===== src/rtl/sqrt_input_stage.sv =====
// sqrt_input_stage
// Input stage and sequencer for the square-root datapath. Accepts one
// {sign, exp, man} operand per request, classifies it, resolves zero /
// negative / infinity / NaN locally, and for normal operands builds the
// aligned radicand and halved exponent, pulses the sqrt core, waits for
// its completion and holds the result metadata until acknowledged.
//
// Ports:
//   clk, rst     clock, synchronous active-high reset
//   run          operand request (sampled only in IDLE)
//   in_float     operand {sign, exp[EXP_W], man[MAN_W]}
//   busy         high whenever not IDLE
//   start_sqrt   one-cycle start pulse to the core
//   radicand     aligned significand for the core (MAN_W+2 bits)
//   sqrt_done    core completion (honoured only in WAIT)
//   out_valid    result metadata valid, held until out_ack
//   out_ack      consumer accepts the result
//   out_class    0 normal, 1 zero, 2 infinity, 3 NaN
//   out_sign     result sign
//   out_exp      biased result exponent (normal class only)
module sqrt_input_stage #(
    parameter int EXP_W = 8,
    parameter int MAN_W = 23,
    parameter int BIAS  = 2**(EXP_W-1) - 1
) (
    input  logic                   clk,
    input  logic                   rst,
    input  logic                   run,
    input  logic [EXP_W+MAN_W:0]   in_float,
    output logic                   busy,
    output logic                   start_sqrt,
    output logic [MAN_W+1:0]       radicand,
    input  logic                   sqrt_done,
    output logic                   out_valid,
    input  logic                   out_ack,
    output logic [1:0]             out_class,
    output logic                   out_sign,
    output logic [EXP_W-1:0]       out_exp
);

    localparam int FW = 1 + EXP_W + MAN_W;
    localparam logic [EXP_W:0] BIAS_X = (EXP_W+1)'(BIAS);

    localparam logic [1:0] CLS_NORM = 2'd0;
    localparam logic [1:0] CLS_ZERO = 2'd1;
    localparam logic [1:0] CLS_INF  = 2'd2;
    localparam logic [1:0] CLS_NAN  = 2'd3;

    typedef enum logic [2:0] {
        S_IDLE,
        S_LOAD,
        S_START,
        S_WAIT,
        S_DONE
    } state_t;

    state_t             state_q, state_d;
    logic [FW-1:0]      op_q, op_d;
    logic [MAN_W+1:0]   rad_q, rad_d;
    logic [1:0]         cls_q, cls_d;
    logic               sign_q, sign_d;
    logic [EXP_W-1:0]   exp_q, exp_d;

    // Field decode of the registered operand
    logic               op_sign;
    logic [EXP_W-1:0]   op_exp;
    logic [MAN_W-1:0]   op_man;
    logic               exp_ones, exp_zero, man_zero;

    assign op_sign  = op_q[FW-1];
    assign op_exp   = op_q[MAN_W +: EXP_W];
    assign op_man   = op_q[MAN_W-1:0];
    assign exp_ones = &op_exp;
    assign exp_zero = ~|op_exp;
    assign man_zero = ~|op_man;

    // Unbiased exponent, signed at EXP_W+1 bits (two's complement wrap).
    logic [EXP_W:0]     u;
    logic [EXP_W-1:0]   res_exp;
    logic [MAN_W+1:0]   rad_norm;

    assign u = {1'b0, op_exp} - BIAS_X;

    // For odd u the significand is doubled and u decremented; floor((u-1)/2)
    // equals floor(u/2) for odd u, so the halved exponent is simply u >>> 1
    // in both cases, i.e. bits [EXP_W:1] after truncation to EXP_W.
    assign res_exp  = u[EXP_W:1] + BIAS_X[EXP_W-1:0];
    assign rad_norm = u[0] ? {1'b1, op_man, 1'b0} : {2'b01, op_man};

    always_comb begin
        state_d = state_q;
        op_d    = op_q;
        rad_d   = rad_q;
        cls_d   = cls_q;
        sign_d  = sign_q;
        exp_d   = exp_q;
        case (state_q)
            S_IDLE: begin
                if (run) begin
                    op_d    = in_float;
                    state_d = S_LOAD;
                end
            end
            S_LOAD: begin
                exp_d   = '0;
                sign_d  = 1'b0;
                state_d = S_DONE;
                if (exp_ones) begin
                    cls_d = (!man_zero || op_sign) ? CLS_NAN : CLS_INF;
                end else if (exp_zero) begin
                    // subnormals flush to zero, keeping the input sign
                    cls_d  = CLS_ZERO;
                    sign_d = op_sign;
                end else if (op_sign) begin
                    cls_d = CLS_NAN;
                end else begin
                    cls_d   = CLS_NORM;
                    exp_d   = res_exp;
                    rad_d   = rad_norm;
                    state_d = S_START;
                end
            end
            S_START: state_d = S_WAIT;
            S_WAIT: begin
                if (sqrt_done) state_d = S_DONE;
            end
            S_DONE: begin
                if (out_ack) state_d = S_IDLE;
            end
            default: state_d = S_IDLE;
        endcase
    end

    always_ff @(posedge clk) begin
        if (rst) begin
            state_q <= S_IDLE;
            op_q    <= '0;
            rad_q   <= '0;
            cls_q   <= CLS_NORM;
            sign_q  <= 1'b0;
            exp_q   <= '0;
        end else begin
            state_q <= state_d;
            op_q    <= op_d;
            rad_q   <= rad_d;
            cls_q   <= cls_d;
            sign_q  <= sign_d;
            exp_q   <= exp_d;
        end
    end

    assign busy       = (state_q != S_IDLE);
    assign start_sqrt = (state_q == S_START);
    assign out_valid  = (state_q == S_DONE);
    assign radicand   = rad_q;
    assign out_class  = cls_q;
    assign out_sign   = sign_q;
    assign out_exp    = exp_q;

endmodule


===== config.mk =====
export PLATFORM = sky130hd
export DESIGN_NAME = sqrt_input_stage
export DESIGN_NICKNAME = d
export VERILOG_FILES = /design/src/rtl/sqrt_input_stage.sv
export SDC_FILE = /design/constraint.sdc
export NUM_CORES = 1
export LEC_CHECK = 0
export BUFFER_PORTS_ARGS = -buffer_cell sky130_fd_sc_hd__buf_2
export CAP_MARGIN = 20
export CELL_PAD_IN_SITES_DETAIL_PLACEMENT = 0
export CELL_PAD_IN_SITES_GLOBAL_PLACEMENT = 1
export CORE_ASPECT_RATIO = 1.4
export CORE_MARGIN = 2
export CORE_UTILIZATION = 39
export DETAILED_ROUTE_END_ITERATION = 10
export GPL_TIMING_DRIVEN = 0
export PLACE_DENSITY_LB_ADDON = 0.1
export SYNTH_ARGS = -nofsm -noshare
export SYNTH_HDL_FRONTEND = slang
export SYNTH_SLANG_ARGS = --single-unit

===== constraint.sdc =====
create_clock -name clk -period 3.4 [get_ports clk]
set_clock_uncertainty 0.15 [all_clocks]
set_input_delay 0.68 -clock clk [delete_from_list [all_inputs] [get_ports clk]]
set_output_delay 0.68 -clock clk [all_outputs]
set_load 0.005 [all_outputs]

==> impl_metrics.py, run 1 <==
metrics = {
    "logic_synthesis": {
        "synthesis.nets": 418,
        "synth_xor_area_frac": 0.0299,
        "synth_ff_type": "dfxtp_1",
        "syn_area_um2": 3220,
        "ys_warn_count": 0,
        "syn_inst": 378,
        "yosys-mux-area-fraction": 0.0750,
        "synth_edf_count": 0,
        "syn_avg_cell_area_um2": 8.51,
        "synth_seq_area_share": 0.442,
        "synth_top_family_by_area": "simple AND/OR/NAND/NOR gates",
        "async_reset_ff_frac": 0,
        "synth_cell_types": 46,
        "synthAdderAreaFrac": 0.0117,
        "yosys.area_share.simple": 0.232,
        "ys_ff_latch": 71,
        "synth_compound_area_frac": 0.155,
    },
    "critical_path": {
        "crit_type": "register to register",
        "setup.worst_path.end_class": "register",
        "required_ns": 3.52,
        "worstSetupStartpointType": "register",
        "crit_arrival_ns": 3.07,
        "cp_max_fo": 10,
    },
    "grt": {
        "grt_overflow": 0,
        "grt_usage": 0.196,
        "antenna_found_initial": 0,
        "grt_pass1_wl_um": 13600,
        "grt_max_degree": 12,
        "grt_pass1_vias": 2826,
    },
    "sta": {
        "maxSlewViolCount": 0,
        "grt_setup_unrepaired": "no",
        "period_share": 0.867,
        "hold_viol_final": 0,
        "fmax_ghz": 0.339,
        "maxSlewHeadroom": 0.533,
        "final.setup.tns_ns": 0,
        "setup-violations-final": 0,
        "fin_crit_ns": 2.95,
        "worst_slack_ns": 0.453,
        "worst_pin_slew_ns": 0.701,
    },
    "placed_design": {
        "dpl-instance-area_um2": 3720,
        "gp_congestion": 0.728,
        "dp_hpwl_um": 6180,
        "io_buffers": 74,
        "dp_slack_ns": 0.447,
    },
    "min_path": {
        "hp-class": "register to register",
    },
    "run": {
        "drv_cap": 0,
    },
    "cts": {
        "clk_latency_ns": 0.32,
        "cts.clk_slew.worst_paths_ns": 0.06,
        "clockRootBuffer": "clkbuf_16",
        "postCtsSetupBuffers": 0,
        "hold_buffers": 0,
        "cts_tree": "yes",
        "htree_levels": 3,
        "cts_resized": 0,
        "numCtsBuffers": 9,
        "clock-sinks": 71,
        "max-clock-path-buffers": 2,
    },
    "power": {
        "ir_drop_mv": 0.342,
        "power_mw": 2.42,
        "p_leak_nw": 1.61,
        "power.density_nw_per_um2": 604,
    },
    "drt": {
        "drt_first_pass_iters": 4,
        "drt-initial-drc-count": 54,
        "drt_wl_total_um": 8230,
        "wl_per_cell_um": 14.4,
        "drc": 0,
        "drtAntennaViolNets": 0,
        "dr_total_vias": 2849,
        "viasPerCell": 5.00,
    },
    "die": {
        "fp-row-count": 39,
        "die_area_um2": 9000,
        "boundaryPins": 76,
        "initial_core_util": 0.397,
        "die_h_um": 111,
        "die_w_um": 80.8,
        "core_um2": 8100,
    },
    "finish": {
        "antennaDiodeCount": 0,
        "area_growth_pct": 24.5,
        "fin_nets": 503,
        "layout-drive-gt1-share": 0.229,
        "design_area_um2": 4010,
    },
    "run_status": {
        "outcome": "finished clean",
    },
}
[Yosys cell counts (all sizes together), types with 3 or more instances]
library cell  count  area (um2)
or3               5        36.3
xnor2             8        70.1
clkbuf           18        67.6
a21oi            40         200
nor3              6        41.3
nor4             11        90.1
ha                3        37.5
xor2              3        26.3
dfxtp            71        1420
a211oi           24         180
nor2             35         131
inv               6        22.5
nand3             8        52.6
mux2i            23         230
nand2            73         274
buf              12        86.3
nor2b             3        18.8
[final timing paths]
path | from | to | slack [ns] | cells past startpoint
max | op_q[23] | out_exp[5] | 0.45 | 9
min | out_exp[1] | out_exp[1] | 0.30 | 2
max reg2reg | op_q[23] | out_exp[5] | 0.45 | 9
min reg2reg | out_exp[1] | out_exp[1] | 0.30 | 2
[power breakdown]
part,total [mW],internal (mW),leakage (nW),switching [mW]
Sequential,0.995,0.923,0.580,0.0719
Combinational,0.512,0.229,0.880,0.283
Clock,0.916,0.584,0.146,0.332
Total,2.42,1.74,1.61,0.686
[routing by layer]
metal | GRT usage | wire (um) | up-vias
met5 | 0 | 0 | -
met4 | 0.0610 | 74 | 0
met3 | 0.0519 | 286 | 5
met2 | 0.341 | 4350 | 48
met1 | 0.230 | 3520 | 1312
li1 | - | - | 1484
[sequential cells by signal, indices dropped and copies added (netlist names)]
register	flops
op_q	32
radicand	25
out_exp	8
state_q	3
out_class	2
out_sign	1
[cell families (layout without fill, tap and decap cells)]
family / count (synthesis) / in the layout
adders and majority gates: 3 / 3
xor gates and xnor gates: 11 / 11
DFF: 71 / 71
buffers and inverters: 36 / 126
AOI/OAI and AO/OA: 78 / 78
and+or+nand+nor: 155 / 155
muxes: 24 / 24
[critical path, cell delays in order (launching register included)]
cell and delay (ns):
dfxtp_1 0.39, buf_4 0.23, buf_1 0.47, inv_1 0.10, ha_1 0.36, or4_1 0.43
o31ai_2 0.13, mux2i_1 0.26, xor2_1 0.22, a22o_1 0.15
[through the flow]
| stage | hold WS, ns | cells | utilization |
|---|---|---|---|
| 6_report | 0.303 | 570 | 0.495 |
| 5_1_grt | 0.330 | 570 | 0.495 |
| 4_1_cts | 0.301 | 570 | 0.495 |
| 3_5_place_dp | 0.293 | 554 | 0.459 |
| 3_3_place_gp | 0.297 | 554 | 0.459 |
| 2_1_floorplan | 0.298 | 378 | - |
[cell usage in the layout, fill, tap and decap left out, drive strengths merged, types with 3 or more instances in the layout]
cell,count
a211oi,24
or3,5
mux2i,23
inv,6
xor2,3
nand3,8
nor4,11
nor3,6
nor2,35
xnor2,8
nand2,73
buf,86
clkbuf,30
nor2b,3
dfxtp,71
ha,3
a21oi,40
clkinv,3
[final cells by class]
cell class	count	area [um2]
buffer	30	154
clock buffer	12	246
clock inverter	4	45.0
fill	878	4090
inverter	6	22.5
multi-input combinational	271	1620
sequential	71	1420
tap	102	128
timing repair buffer	74	370
Power figures use the tool's default switching activity.
==> inputs of run 2 (changes only) <==
--- a/config.mk
+++ b/config.mk
@@ -5,13 +5,14 @@
 export SDC_FILE = /design/constraint.sdc
 export NUM_CORES = 1
 export LEC_CHECK = 0
+export ABC_CLOCK_PERIOD_IN_PS = 3800
 export BUFFER_PORTS_ARGS = -buffer_cell sky130_fd_sc_hd__buf_2
 export CAP_MARGIN = 20
 export CELL_PAD_IN_SITES_DETAIL_PLACEMENT = 0
 export CELL_PAD_IN_SITES_GLOBAL_PLACEMENT = 1
 export CORE_ASPECT_RATIO = 1.4
 export CORE_MARGIN = 2
-export CORE_UTILIZATION = 39
+export CORE_UTILIZATION = 42
 export DETAILED_ROUTE_END_ITERATION = 10
 export GPL_TIMING_DRIVEN = 0
 export PLACE_DENSITY_LB_ADDON = 0.1
==> constraint.sdc (replaced) <==
create_clock -name clk -period 3.8 [get_ports clk]
set_clock_uncertainty 0.15 [all_clocks]
set_input_delay 0.76 -clock clk [delete_from_list [all_inputs] [get_ports clk]]
set_output_delay 0.76 -clock clk [all_outputs]
set_load 0.005 [all_outputs]
==> run 2 against run 1 <==
  * Sequential power decreased by 11%
  * Power decreased by 13%
  * Critical path type unchanged
  * Die area decreased by 6.8%
==> impl_metrics.py, run 2 (same netlist as run 1, synthesis figures left out) <==
metrics = {
    "run_status": {
        "outcome": "finished clean",
    },
    "finish": {
        "most-common-layout-cells": "buf_2, nand2_1, dfxtp_1",
        "final_cells": 565,
        "antennaDiodeCount": 0,
        "regMostFlops": "op_q",
        "fin_nets": 503,
        "layout-drive-gt1-share": 0.233,
        "final_common_cell": "buf_2",
        "area_growth_pct": 23.2,
        "largest_register_ff_count": 32,
        "design_area_um2": 3970,
    },
    "placed_design": {
        "dp_hpwl_um": 6020,
        "io_buffers": 74,
        "dp_cells": 549,
        "dpl-instance-area_um2": 3710,
        "gp_congestion": 0.774,
    },
    "grt": {
        "grt_pass1_vias": 2691,
        "grt_max_degree": 13,
        "antenna_found_initial": 0,
        "grt_usage": 0.197,
        "grt_overflow": 0,
        "grt_pass1_wl_um": 12900,
    },
    "sta": {
        "fin_crit_ns": 2.95,
        "final.setup.tns_ns": 0,
        "grt_setup_unrepaired": "no",
        "fmax_ghz": 0.339,
        "hold_viol_final": 0,
        "maxSlewViolCount": 0,
        "setup-violations-final": 0,
        "period_share": 0.777,
        "maxSlewHeadroom": 0.541,
        "hold_slack_ns": 0.302,
        "worst_pin_slew_ns": 0.688,
    },
    "critical_path": {
        "cp_slowest_stage_delay_ns": 0.48,
        "crit_type": "register to register",
        "setup.worst_path.end_class": "register",
        "worstSetupStartpointType": "register",
        "required_ns": 3.95,
        "worst-path-buf-inv": 3,
        "crit_arrival_ns": 3.10,
        "r2r_start": "op_q[23]",
        "cp_max_fo": 10,
        "r2r_cells": 9,
        "cp_top_family": "buffers and inverters",
        "critPathSlowestCell": "buf_1",
        "r2r_setup_slack_ns": 0.85,
        "r2r_end": "out_exp[5]",
        "crit_chain": "buf_4, buf_1, inv_1, ha_1, or4_1, o31ai_2, mux2i_1, xor2_1, a22o_1",
    },
    "cts": {
        "hold_buffers": 0,
        "htree_levels": 3,
        "clk_latency_ns": 0.34,
        "cts_tree": "yes",
        "numCtsBuffers": 9,
        "cts_resized": 0,
        "postCtsSetupBuffers": 0,
        "clockRootBuffer": "clkbuf_8",
        "clock-sinks": 71,
        "max-clock-path-buffers": 2,
        "cts.clk_slew.worst_paths_ns": 0.08,
    },
    "die": {
        "boundaryPins": 76,
        "die_area_um2": 8390,
        "core_um2": 7410,
        "fp-row-count": 37,
        "die_w_um": 78.0,
        "die_h_um": 108,
        "initial_core_util": 0.434,
    },
    "min_path": {
        "holdPathStages": 2,
        "min_from": "out_exp[0]",
        "hp-class": "register to register",
        "holdPathEnd": "out_exp[0]",
    },
    "drt": {
        "drtAntennaViolNets": 0,
        "drc": 0,
        "drt_wl_total_um": 7940,
        "viasPerCell": 5.06,
        "drt_first_pass_iters": 4,
        "dr_total_vias": 2857,
        "wl_per_cell_um": 14.1,
        "drt-initial-drc-count": 74,
    },
    "power": {
        "power_mw": 2.11,
        "power.density_nw_per_um2": 532,
        "p_leak_nw": 1.59,
        "ir_drop_mv": 0.238,
    },
    "run": {
        "drv_cap": 0,
    },
}
run 2: worst max-delay path by stage:
stage | start | end | slack (ns) | cells after the start
2_1_floorplan | op_q[23] | out_exp[5] | 1.19 | 9
5_1_grt | op_q[23] | out_exp[5] | 0.63 | 9
3_5_place_dp | op_q[23] | out_exp[5] | 0.85 | 9
6_report | op_q[23] | out_exp[5] | 0.85 | 9
4_1_cts | op_q[23] | out_exp[5] | 0.82 | 9
3_3_place_gp | op_q[23] | out_exp[5] | 0.85 | 9
run 2: final cells by class:
class | instances | area [um2]
clock inverters | 5 | 104
well taps | 97 | 121
repair buffers | 74 | 370
plain buffers | 30 | 154
clock buffers | 11 | 151
fillers | 759 | 3440
inverters | 6 | 22.5
multi-input cells | 271 | 1620
flip-flops and latches | 71 | 1420
run 2: per-layer routing:
layer / wire [um] / global-route usage / part of all wire
met1: 3430 / 0.234 / 0.43
met2: 4170 / 0.355 / 0.53
met3: 240 / 0.0310 / 0.030
met4: 104 / 0.0752 / 0.013
met5: 0 / 0 / 0
run 2: power by group:
part	switching (mW)	leakage (nW)	internal (mW)	total [mW]
Combinational	0.252	0.880	0.205	0.457
Sequential	0.0632	0.580	0.824	0.887
Clock	0.294	0.130	0.472	0.766
run 2: metrics by stage:
step | setup slack (ns) | util
3_3_place_gp | 0.853 | 0.501
5_1_grt | 0.629 | 0.535
2_1_floorplan | 1.19 | -
4_1_cts | 0.823 | 0.535
3_5_place_dp | 0.852 | 0.501
6_report | 0.848 | 0.535
run 2: worst register-to-register path: cells and delay by family (launching register included):
family	cells	cell delay [ns]
AND/OR/NAND/NOR	1	0.43
multiplexers	1	0.27
buffers and inverters	3	0.81
adder cells (fa/ha/maj)	1	0.36
flip-flops	1	0.39
AO/OA/AOI/OAI	2	0.28
XOR/XNOR	1	0.23
==> inputs of run 3 (changes only) <==
--- a/config.mk
+++ b/config.mk
@@ -5,14 +5,15 @@
 export SDC_FILE = /design/constraint.sdc
 export NUM_CORES = 1
 export LEC_CHECK = 0
-export ABC_CLOCK_PERIOD_IN_PS = 3800
+export ABC_AREA = 1
+export ABC_CLOCK_PERIOD_IN_PS = 2600
 export BUFFER_PORTS_ARGS = -buffer_cell sky130_fd_sc_hd__buf_2
 export CAP_MARGIN = 20
 export CELL_PAD_IN_SITES_DETAIL_PLACEMENT = 0
 export CELL_PAD_IN_SITES_GLOBAL_PLACEMENT = 1
 export CORE_ASPECT_RATIO = 1.4
 export CORE_MARGIN = 2
-export CORE_UTILIZATION = 42
+export CORE_UTILIZATION = 34
 export DETAILED_ROUTE_END_ITERATION = 10
 export GPL_TIMING_DRIVEN = 0
 export PLACE_DENSITY_LB_ADDON = 0.1
==> constraint.sdc (replaced) <==
create_clock -name clk -period 2.6 [get_ports clk]
set_clock_uncertainty 0.15 [all_clocks]
set_input_delay 0.52 -clock clk [delete_from_list [all_inputs] [get_ports clk]]
set_output_delay 0.52 -clock clk [all_outputs]
set_load 0.005 [all_outputs]
==> run 3 against run 2 <==
  * Critical path depth is 3 higher
  * Synthesized cell count is 20% higher
  * Setup slack worse by 0.22 ns
  * Worst hold slack worse by 0.0042 ns
  * Clock power is 64% higher
  * Critical path type unchanged
  * Non-clock buffer count is 4 lower
  * Final area is 3.4% higher
  * Sequential cell count stayed put
  * Sequential power is 79% higher
  * First-iteration DRC count is 43% higher
==> impl_metrics.py, run 3 <==
metrics = {
    "grt": {
        "grt_pass1_wl_um": 14300,
        "grt_max_degree": 12,
        "antenna_found_initial": 0,
        "grt_overflow": 0,
        "grt_usage": 0.178,
        "grt_pass1_vias": 3080,
    },
    "finish": {
        "largest_register_ff_count": 32,
        "fin_nets": 581,
        "layout-drive-gt1-share": 0.222,
        "fillers": 1040,
        "most-common-layout-cells": "o21ai_0, buf_2, dfxtp_1",
        "antennaDiodeCount": 0,
        "regMostFlops": "op_q",
        "seq_area_um2": 1420,
        "multi_input_comb_area_um2": 1520,
        "area_growth_pct": 25.1,
        "final_common_cell": "o21ai_0",
    },
    "logic_synthesis": {
        "synth_area_leader_cell": "dfxtp_1",
        "syn_inst": 455,
        "syn_area_um2": 3280,
        "synth.area.top_cells": "dfxtp_1, o21ai_0, nand2_1, nor2_1, a21oi_1",
        "yosys.area_share.simple": 0.236,
        "synth.top_cell.area_share": 0.434,
        "yosys-mux-area-fraction": 0,
        "yosysMostFrequentCell": "o21ai_0",
        "synthAdderAreaFrac": 0.0115,
        "synth_edf_count": 0,
        "synth_compound_area_frac": 0.215,
        "syn_avg_cell_area_um2": 7.20,
        "synth_cell_types": 28,
        "synthesis.nets": 495,
        "synthTopCellsByCount": "o21ai_0, dfxtp_1, nand2_1",
        "synth_top_family_by_area": "simple AND/OR/NAND/NOR gates",
        "ys_warn_count": 0,
        "synth_ff_type": "dfxtp_1",
        "ys_ff_latch": 71,
        "async_reset_ff_frac": 0,
        "synth_seq_area_share": 0.434,
        "synth_xor_area_frac": 0.00267,
    },
    "cts": {
        "clockRootBuffer": "clkbuf_16",
        "numCtsBuffers": 9,
        "clock-sinks": 71,
        "clk_latency_ns": 0.33,
        "postCtsSetupBuffers": 0,
        "htree_levels": 3,
        "cts_resized": 0,
        "cts.clk_slew.worst_paths_ns": 0.05,
        "max-clock-path-buffers": 2,
        "hold_buffers": 0,
        "cts_tree": "yes",
    },
    "drt": {
        "drt_wl_total_um": 8810,
        "drtAntennaViolNets": 0,
        "drt-initial-drc-count": 106,
        "dr_total_vias": 3178,
        "viasPerCell": 4.84,
        "wl_per_cell_um": 13.4,
        "drc": 0,
        "drt_first_pass_iters": 5,
    },
    "die": {
        "die_w_um": 87.0,
        "die_h_um": 120,
        "core_um2": 9410,
        "die_area_um2": 10500,
        "boundaryPins": 76,
        "fp-row-count": 42,
        "initial_core_util": 0.348,
    },
    "placed_design": {
        "io_buffers": 75,
        "gp_congestion": 0.850,
        "dp_hpwl_um": 6860,
    },
    "sta": {
        "maxSlewViolCount": 0,
        "hold_viol_final": 0,
        "worst_pin_slew_ns": 0.552,
        "final.setup.tns_ns": 0,
        "period_share": 0.758,
        "maxSlewHeadroom": 0.632,
        "setup-violations-final": 0,
        "fmax_ghz": 0.507,
        "fin_crit_ns": 1.97,
        "hold_slack_ns": 0.297,
        "grt_setup_unrepaired": "no",
    },
    "power": {
        "p_leak_nw": 1.80,
        "power.density_nw_per_um2": 1110,
        "ir_drop_mv": 0.383,
    },
    "critical_path": {
        "cp_max_fo": 5,
        "setup.worst_path.end_class": "register",
        "crit_arrival_ns": 2.08,
        "crit_type": "register to register",
        "required_ns": 2.71,
        "worstSetupStartpointType": "register",
    },
    "run": {
        "drv_cap": 0,
    },
    "min_path": {
        "hp-class": "input port to register",
    },
    "run_status": {
        "outcome": "finished clean",
    },
}
==> run 3: changes by cell type after synthesis, moves of 10 or more <==
cell      before  now
nand3_1        7   17
inv_1          6   44
o21ai_0        2   83
a211oi_1      24    0
nor2_1        35   63
mux2i_1       23    0
==> run 3: metal layers <==
metal  vias to the layer above  global-route usage  wire length (um)
met5                         -                   0                 0
met4                         0              0.0840               177
met3                        13              0.0275               311
met2                        67               0.308              4460
met1                      1436               0.211              3850
li1                       1662                   -                 -
==> run 3: cell type report <==
class                   count  area share
multi-input cells         310       0.371
flip-flops and latches     71       0.347
repair buffers             75      0.0915
clock buffers              13      0.0659
inverters                  49      0.0455
plain buffers              25      0.0360
well taps                 110      0.0336
clock inverters             3     0.00977
==> run 3: per-stage QoR <==
stage	area (um2)	std cells	power, mW	util	setup WS [ns]
floorplan	3280	455	2.76	-	0.873
global placement	3790	640	3.31	0.403	0.372
detailed placement	3790	640	3.34	0.403	0.409
CTS	4100	656	4.62	0.436	0.608
global route	4100	656	4.93	0.436	0.343
finish	4100	656	4.54	0.436	0.629
==> run 3: cells by family after synthesis <==
group | Yosys count
AO/OA/AOI/OAI | 135
XOR/XNOR | 1
adder cells (fa/ha/maj) | 3
buffers and inverters | 74
flip-flops | 71
AND/OR/NAND/NOR | 171
==> run 3: critical path, cell delays in order, from the launching register on <==
cell	delay (ns)
dfxtp_1	0.40
ha_1	0.26
nand2_2	0.11
inv_1	0.08
nor2_1	0.06
inv_1	0.05
ha_1	0.16
nand3_1	0.12
inv_1	0.11
nand2_1	0.05
o21bai_1	0.12
nand3_1	0.11
a21oi_1	0.13
==> run 3: power breakdown <==
part / switching (mW) / leakage, nW / internal (mW)
clock: 0.447 / 0.156 / 0.818
combinational: 1.04 / 1.06 / 0.641
sequential: 0.180 / 0.584 / 1.41
==> run 3: worst paths after layout <==
| path | start | to | slack (ns) | cells past startpoint |
|---|---|---|---|---|
| min reg2reg | out_exp[6] | out_exp[6] | 0.31 | 2 |
| min | rst | out_exp[7] | 0.30 | 2 |
| max | op_q[24] | out_exp[6] | 0.63 | 12 |
| max reg2reg | op_q[24] | out_exp[6] | 0.63 | 12 |
